$ cat src/rtl/mem_stage.sv
// ============================================================================
// Module   : mem_stage
// Brief    : Pipeline memory stage. It holds an M register that drives the
//            data-memory port and hazard/forwarding info. It also holds a W
//            register that builds the writeback bundle one cycle later.
// Option   : MEM_ADDR_CHECK_EN - when defined, an access with a non-zero
//            alu_out[15:8] is treated as out of range. Such a store is
//            suppressed, a faulting load returns zero, and the sticky
//            mem_fault flag is raised.
// Revision : 1.0 - initial release
// ============================================================================
`default_nettype none

module mem_stage (
  input  logic        clk,
  input  logic        rst,
  input  logic        ex_valid,
  input  logic        ex_mem_read,
  input  logic        ex_mem_write,
  input  logic        ex_reg_write,
  input  logic [2:0]  ex_rd,
  input  logic [15:0] ex_alu_out,
  input  logic [15:0] ex_store_data,
  input  logic        stall,
  input  logic        flush,
  output logic        dwe,
  output logic [7:0]  addr,
  output logic [15:0] wdata,
  input  logic [15:0] rdata,
  output logic        wb_valid,
  output logic        wb_reg_write,
  output logic [2:0]  wb_rd,
  output logic [15:0] wb_data,
  output logic        m_load,
  output logic [2:0]  m_rd,
  output logic        m_fwd_valid,
  output logic [15:0] m_fwd_data,
  output logic        mem_fault
);

  // M register
  logic        m_valid_q, m_valid_d;
  logic        m_read_q, m_read_d;
  logic        m_write_q, m_write_d;
  logic        m_reg_write_q, m_reg_write_d;
  logic [2:0]  m_rd_q, m_rd_d;
  logic [15:0] m_alu_out_q, m_alu_out_d;
  logic [15:0] m_store_data_q, m_store_data_d;

  // W register
  logic        w_valid_q, w_valid_d;
  logic        w_load_q, w_load_d;
  logic        w_reg_write_q, w_reg_write_d;
  logic [2:0]  w_rd_q, w_rd_d;
  logic [15:0] w_alu_out_q, w_alu_out_d;

  logic        range_err;

`ifdef MEM_ADDR_CHECK_EN
  logic        fault_q, fault_d;
  logic        w_fault_q, w_fault_d;

  // Out-of-range access: any valid memory op whose upper address byte is set
  assign range_err = m_valid_q & (m_read_q | m_write_q) & (|m_alu_out_q[15:8]);
`else
  assign range_err = 1'b0;
`endif

  // Next-state for M and W: stall freezes M and bubbles W; flush bubbles M
  always_comb begin
    m_valid_d      = m_valid_q;
    m_read_d       = m_read_q;
    m_write_d      = m_write_q;
    m_reg_write_d  = m_reg_write_q;
    m_rd_d         = m_rd_q;
    m_alu_out_d    = m_alu_out_q;
    m_store_data_d = m_store_data_q;
    w_valid_d      = 1'b0;
    w_load_d       = w_load_q;
    w_reg_write_d  = w_reg_write_q;
    w_rd_d         = w_rd_q;
    w_alu_out_d    = w_alu_out_q;
`ifdef MEM_ADDR_CHECK_EN
    fault_d        = fault_q | range_err;
    w_fault_d      = w_fault_q;
`endif
    if (!stall) begin
      if (flush) begin
        m_valid_d      = 1'b0;
      end else begin
        m_valid_d      = ex_valid;
        m_read_d       = ex_mem_read;
        m_write_d      = ex_mem_write;
        m_reg_write_d  = ex_reg_write;
        m_rd_d         = ex_rd;
        m_alu_out_d    = ex_alu_out;
        m_store_data_d = ex_store_data;
      end
      w_valid_d      = m_valid_q;
      // A combined read+write is a store, so it never selects rdata
      w_load_d       = m_read_q & ~m_write_q;
      w_reg_write_d  = m_reg_write_q;
      w_rd_d         = m_rd_q;
      w_alu_out_d    = m_alu_out_q;
`ifdef MEM_ADDR_CHECK_EN
      w_fault_d      = range_err;
`endif
    end
  end

  // Pipeline registers with synchronous reset taking priority over stall/flush
  always_ff @(posedge clk) begin
    if (rst) begin
      m_valid_q      <= 1'b0;
      m_read_q       <= 1'b0;
      m_write_q      <= 1'b0;
      m_reg_write_q  <= 1'b0;
      m_rd_q         <= 3'd0;
      m_alu_out_q    <= 16'h0000;
      m_store_data_q <= 16'h0000;
      w_valid_q      <= 1'b0;
      w_load_q       <= 1'b0;
      w_reg_write_q  <= 1'b0;
      w_rd_q         <= 3'd0;
      w_alu_out_q    <= 16'h0000;
`ifdef MEM_ADDR_CHECK_EN
      fault_q        <= 1'b0;
      w_fault_q      <= 1'b0;
`endif
    end else begin
      m_valid_q      <= m_valid_d;
      m_read_q       <= m_read_d;
      m_write_q      <= m_write_d;
      m_reg_write_q  <= m_reg_write_d;
      m_rd_q         <= m_rd_d;
      m_alu_out_q    <= m_alu_out_d;
      m_store_data_q <= m_store_data_d;
      w_valid_q      <= w_valid_d;
      w_load_q       <= w_load_d;
      w_reg_write_q  <= w_reg_write_d;
      w_rd_q         <= w_rd_d;
      w_alu_out_q    <= w_alu_out_d;
`ifdef MEM_ADDR_CHECK_EN
      fault_q        <= fault_d;
      w_fault_q      <= w_fault_d;
`endif
    end
  end

  // Memory port: the write is blocked while stalled or in reset so that a
  // held or discarded store never commits
  assign addr  = m_alu_out_q[7:0];
  assign wdata = m_store_data_q;
  assign dwe   = m_valid_q & m_write_q & ~stall & ~rst & ~range_err;

  // Hazard and forwarding info from M; loads cannot forward until W
  assign m_load      = m_valid_q & m_read_q;
  assign m_rd        = m_rd_q;
  assign m_fwd_valid = m_valid_q & m_reg_write_q & ~m_read_q;
  assign m_fwd_data  = m_alu_out_q;

  // Writeback bundle
  assign wb_valid     = w_valid_q;
  assign wb_reg_write = w_valid_q & w_reg_write_q;
  assign wb_rd        = w_rd_q;

`ifdef MEM_ADDR_CHECK_EN
  assign wb_data   = w_fault_q ? 16'h0000 : (w_load_q ? rdata : w_alu_out_q);
  assign mem_fault = fault_q;
`else
  assign wb_data   = w_load_q ? rdata : w_alu_out_q;
  assign mem_fault = 1'b0;
`endif

endmodule

`default_nettype wire

$ cat config.mk
export PLATFORM = sky130hd
export DESIGN_NAME = mem_stage
export DESIGN_NICKNAME = d
export VERILOG_FILES = /design/src/rtl/mem_stage.sv
export SDC_FILE = /design/constraint.sdc
export NUM_CORES = 1
export LEC_CHECK = 0
export ABC_AREA = 0
export CAP_MARGIN = 5
export CORE_ASPECT_RATIO = 0.6
export CORE_UTILIZATION = 44
export DETAILED_ROUTE_END_ITERATION = 12
export PLACE_DENSITY = 0.9
export SLEW_MARGIN = 20
export SYNTH_ARGS = -nofsm -noshare
export SYNTH_HDL_FRONTEND = slang
export SYNTH_SLANG_ARGS = --single-unit
$ cat constraint.sdc
create_clock -name clk -period 2.55 [get_ports clk]
set_clock_uncertainty 0.1 [all_clocks]
set_input_delay 0.255 -clock clk [delete_from_list [all_inputs] [get_ports clk]]
set_output_delay 0.255 -clock clk [all_outputs]
set_load 0.01 [all_outputs]
Yosys cells after proc, flatten, opt, wreduce, memory -nomap -nowiden
Cells that the tools add are included.
- register bits: 61
- latch bits: 0
- RAM bits: 0
- ROM bits: 0
- output and inout bits: 68
- word-level logic and storage cells: 29
- memories kept: 0
- $add $sub $neg: 0
- multipliers: 0
- div/mod/pow operators: 0
- $lt $le $gt $ge: 0
- equal/unequal tests: 0
- shift-type cells: 0
- multiplexer cells: 2
- bitwise operators: 13
- reductions and logical operators: 2
- operators by type and width (cell ; number):
    $mux W16 ; 1
    $and A1 B1 Y1 ; 8
    $not A1 Y1 ; 5
    $reduce_and A2 Y1 ; 1
    $reduce_or A2 Y1 ; 1
    $mux W1 ; 1

Depth between registers and ports, before layout
- depth in word-level cells: 3
- depth in mapped cells: 5
- gate-level depth less buffers: 2

Least setup slack after synthesis
OpenSTA, ideal clock, no wires.
- path kind: flip-flop to output port
- from: reg w_load_q
- to: out wb_data[10]
- data arrival time: 1.046 ns
- data required time: 2.195 ns
- setup slack: 1.149 ns
- cell stages (with the launch flop): 4
- path buffers: 2
- cell sequence: dfxtp_1 buf_2 buf_2 mux2_2
- word-level cells in the longest chain between the ends: 1
- RTL lines (what ; line ; RTL):
    start: declaration ; 52 ; logic w_load_q, w_load_d;
    start signal: assignment ; 139 ; w_load_q <= w_load_d;
    $mux W16 ; 171 ; assign wb_data = w_load_q ? rdata : w_alu_out_q;
    end: declaration ; 33 ; output logic [15:0] wb_data,
Every way passes these cells.

Worst setup path in the final report
- from: reg w_load_q
- to: out wb_data[7]
Same word-level chain as after synthesis.

==> impl_metrics.env <==
export IMPL_slew_limit_headroom_pct=58.0
export IMPL_die_w_um=103
export IMPL_drive_gt1_share_pct=10.0
export IMPL_startpoint_type="register"
export IMPL_setup_viol=0
export IMPL_synth_enable_flop_cells=0
export IMPL_synth_yosys_warnings=0
export IMPL_holdCritStartpoint="rst"
export IMPL_floorplan_rows=21
export IMPL_switching_power_mw=0.503
export IMPL_hpwl_mm=4.38
export IMPL_post_cts_sizing_count=0
export IMPL_outcome="complete, no violations"
export IMPL_cts_sinks=61
export IMPL_diodes=0
export IMPL_grt_max_degree=101
export IMPL_h_tree_depth=3
export IMPL_first_pass_iters=4
export IMPL_grt_pass1_vias=2243
export IMPL_drt_vias_per_instance=5.02
export IMPL_pwr_share_seq_pct=44.2
export IMPL_drt_wl_total_mm=6.65
export IMPL_dpl_cell_area_sq_mm=0.00385
export IMPL_worst_pin_slew_ns=0.631
export IMPL_initial_utilization_pct=46.9
export IMPL_syn_area_sq_mm=0.00268
export IMPL_final_min_clock_period_ns=2.06
export IMPL_power_frac_comb_pct=14.0
export IMPL_peakVddDrop_mv=0.426
export IMPL_yosys_area_top_type="dfxtp_1"
export IMPL_final_hold_violating_endpoints=0
export IMPL_post_synth_most_frequent_cells="dfxtp_1 (61), a21oi_1 (38), or3b_1 (38), o21ai_0 (33), nor2_1 (21)"
export IMPL_chipHeight_um=62.5
export IMPL_groute_usage_overall_pct=21.6
export IMPL_synthMostInstantiatedCell="dfxtp_1"
export IMPL_cellInternalPower_mw=1.79
export IMPL_hold_path_cell_count=2
export IMPL_tns_ns=0
export IMPL_hp_class="in2reg"
export IMPL_io_pins=127
export IMPL_dr_total_vias=2355
export IMPL_synth_yosys_seq_area_share_pct=45.5
export IMPL_min_delay_worst_endpoint="wb_valid$_SDFF_PP0_"
export IMPL_tritoncts="built"
export IMPL_finalNetCount=443
export IMPL_antenna_found_initial=0
export IMPL_syn_mean_instance_area_sq_um=9.59
export IMPL_setup_reg_to_reg_worst_slack_ns=1.67
export IMPL_fmax_mhz=485
export IMPL_p_leak_nw=1.53
export IMPL_power_per_cell_area_mw_per_mm2=562
export IMPL_grt_setup_unrepaired="no"
export IMPL_crit_path_end_kind="output port"
export IMPL_first_pass_grt_wire_length_mm=10.7
export IMPL_area_delta_synth_final_pct=51.9
export IMPL_drt_initial_drc_count=60
export IMPL_clock_latency_at_the_later_pin_of_the_worst_skew_pair_ns=0.33
export IMPL_fin_area_sq_mm=0.00408
export IMPL_crit_required_ns=2.19
export IMPL_ant_nets=0
export IMPL_drt_wirelength_per_cell_um=14.2
export IMPL_gp_congestion=0.680
export IMPL_yosys_top_cells_area="dfxtp_1 (46%), or3b_1 (12%), mux2i_1 (7.5%)"
export IMPL_r2r_end="w_load_q$_SDFFE_PP0N_"
export IMPL_total_of_max_cap_violations=0
export IMPL_core_area_sq_mm=0.00573
export IMPL_critPathMaxFanout=9
export IMPL_global_route_overflow_total=0
export IMPL_cts_buffers=9
export IMPL_post_cts_hold_buffer_count=0
export IMPL_postSynthCellCount=280
export IMPL_postCtsSetupRepairBufs=0
export IMPL_maxSlewViolCount=0
export IMPL_min_period_over_period_pct=80.9
export IMPL_drc=0
export IMPL_cts_buffer_depth=2
export IMPL_cts_root_buffer_cell="clkbuf_8"
export IMPL_die_area_sq_mm=0.00643
export IMPL_swShare_pct=22.0
export IMPL_portBuffers=125
export IMPL_critPathKind="reg2out"
export IMPL_mappedNetlistNets=339
export IMPL_clock_slew_at_the_register_clock_pins_of_the_worst_setup_and_hold_paths_ns=0.06
export IMPL_number_of_cell_instances_on_the_worst_register_to_register_path=3
export IMPL_clkPwrFrac_pct=41.8
export IMPL_asyncSetResetFlopFracSynth_pct=0
export IMPL_post_synth_num_cell_types=21
export IMPL_synth_top_cell_area_share_pct=45.5
export IMPL_synth_seq_cells=61
export IMPL_crit_arrival_ns=1.71
export IMPL_ys_flop_type="dfxtp_1"
export IMPL_critical_path_reg2reg_startpoint="w_load_q$_SDFFE_PP0N_"
flip-flops by register name, summed over array words and instances, names as in the netlist:
name / flops
m_rd: 3
m_read_q: 1
m_fwd_data: 16
wdata: 16
w_alu_out_q: 16
wb_rd: 3
w_load_q: 1
wb_valid: 1
m_valid_q: 1
w_reg_write_q: 1
m_reg_write_q: 1
m_write_q: 1
power groups by stage:
stage               Sequential (mW)  Combinational [mW]  Clock [mW]
floorplan                      1.04               0.142           0
global placement               1.03               0.314           0
detailed placement             1.03               0.321           0
CTS                            1.01               0.323       0.982
global route                   1.02               0.348        1.02
finish                         1.01               0.321       0.956
logic make-up after synthesis:
| family | Yosys count | synth area share, % |
|---|---|---|
| AOI/OAI and AO/OA | 77 | 14.5 |
| buffers and inverters | 37 | 8.16 |
| DFF | 61 | 45.5 |
| muxes | 36 | 14.2 |
| other | 1 | 0.140 |
| and+or+nand+nor | 68 | 17.5 |
critical path, stage by stage, from the launching register on:
cell and delay, ns:
dfxtp_1 0.32, buf_4 0.21, mux2_2 0.36, clkdlybuf4s50_1 0.49
placed cells by master (no fill, tap or decap), drive strengths merged:
cell type      count
nand2b             1
or4b               1
clkinv             2
conb               1
o21ai             38
buf                8
nor3b              1
a21oi             38
and2               3
mux2i             20
clkbuf            12
mux2              16
o32ai              1
dfxtp             61
clkdlybuf4s50    122
nand2              2
and3b              1
bufinv             2
nor2              21
or3b              38
how the worst max path moves through the flow:
stage,endpoint,slack [ns],startpoint
after floorplan,wb_data[10],1.15,w_load_q$_SDFFE_PP0N_
after global placement,dwe,0.78,stall
after detailed placement,dwe,0.79,stall
after CTS,dwe,0.45,m_valid_q$_SDFFE_PP0N_
after global routing,dwe,0.40,m_valid_q$_SDFFE_PP0N_
final,wb_data[7],0.49,w_load_q$_SDFFE_PP0N_
metrics by stage:
stage	total power [mW]	util, %	hold WS (ns)	worst slack, ns	std cells
after floorplan	1.18	-	0.340	1.15	280
after global placement	1.34	67.2	0.357	0.780	453
after detailed placement	1.35	67.2	0.366	0.789	453
after CTS	2.32	71.2	0.0124	0.453	469
after global routing	2.39	71.2	0.0162	0.403	469
final	2.29	71.2	0.0264	0.487	469
layout make-up:
cell class	count	area (sq um)
repair buffers	130	1290
clock inverters	4	70.1
well taps	80	100
multi-input cells	182	1240
fillers	454	1650
flip-flops and latches	61	1220
clock buffers	12	155
per-layer routing:
metal | GRT usage [%] | vias up | share of wire (%)
li1 | - | 1186 | -
met1 | 26.2 | 1076 | 45
met2 | 33.6 | 87 | 45
met3 | 10.3 | 6 | 9.8
met4 | 6.87 | 0 | 0.89
met5 | 0 | - | 0
(Power assumes the default switching activity.)
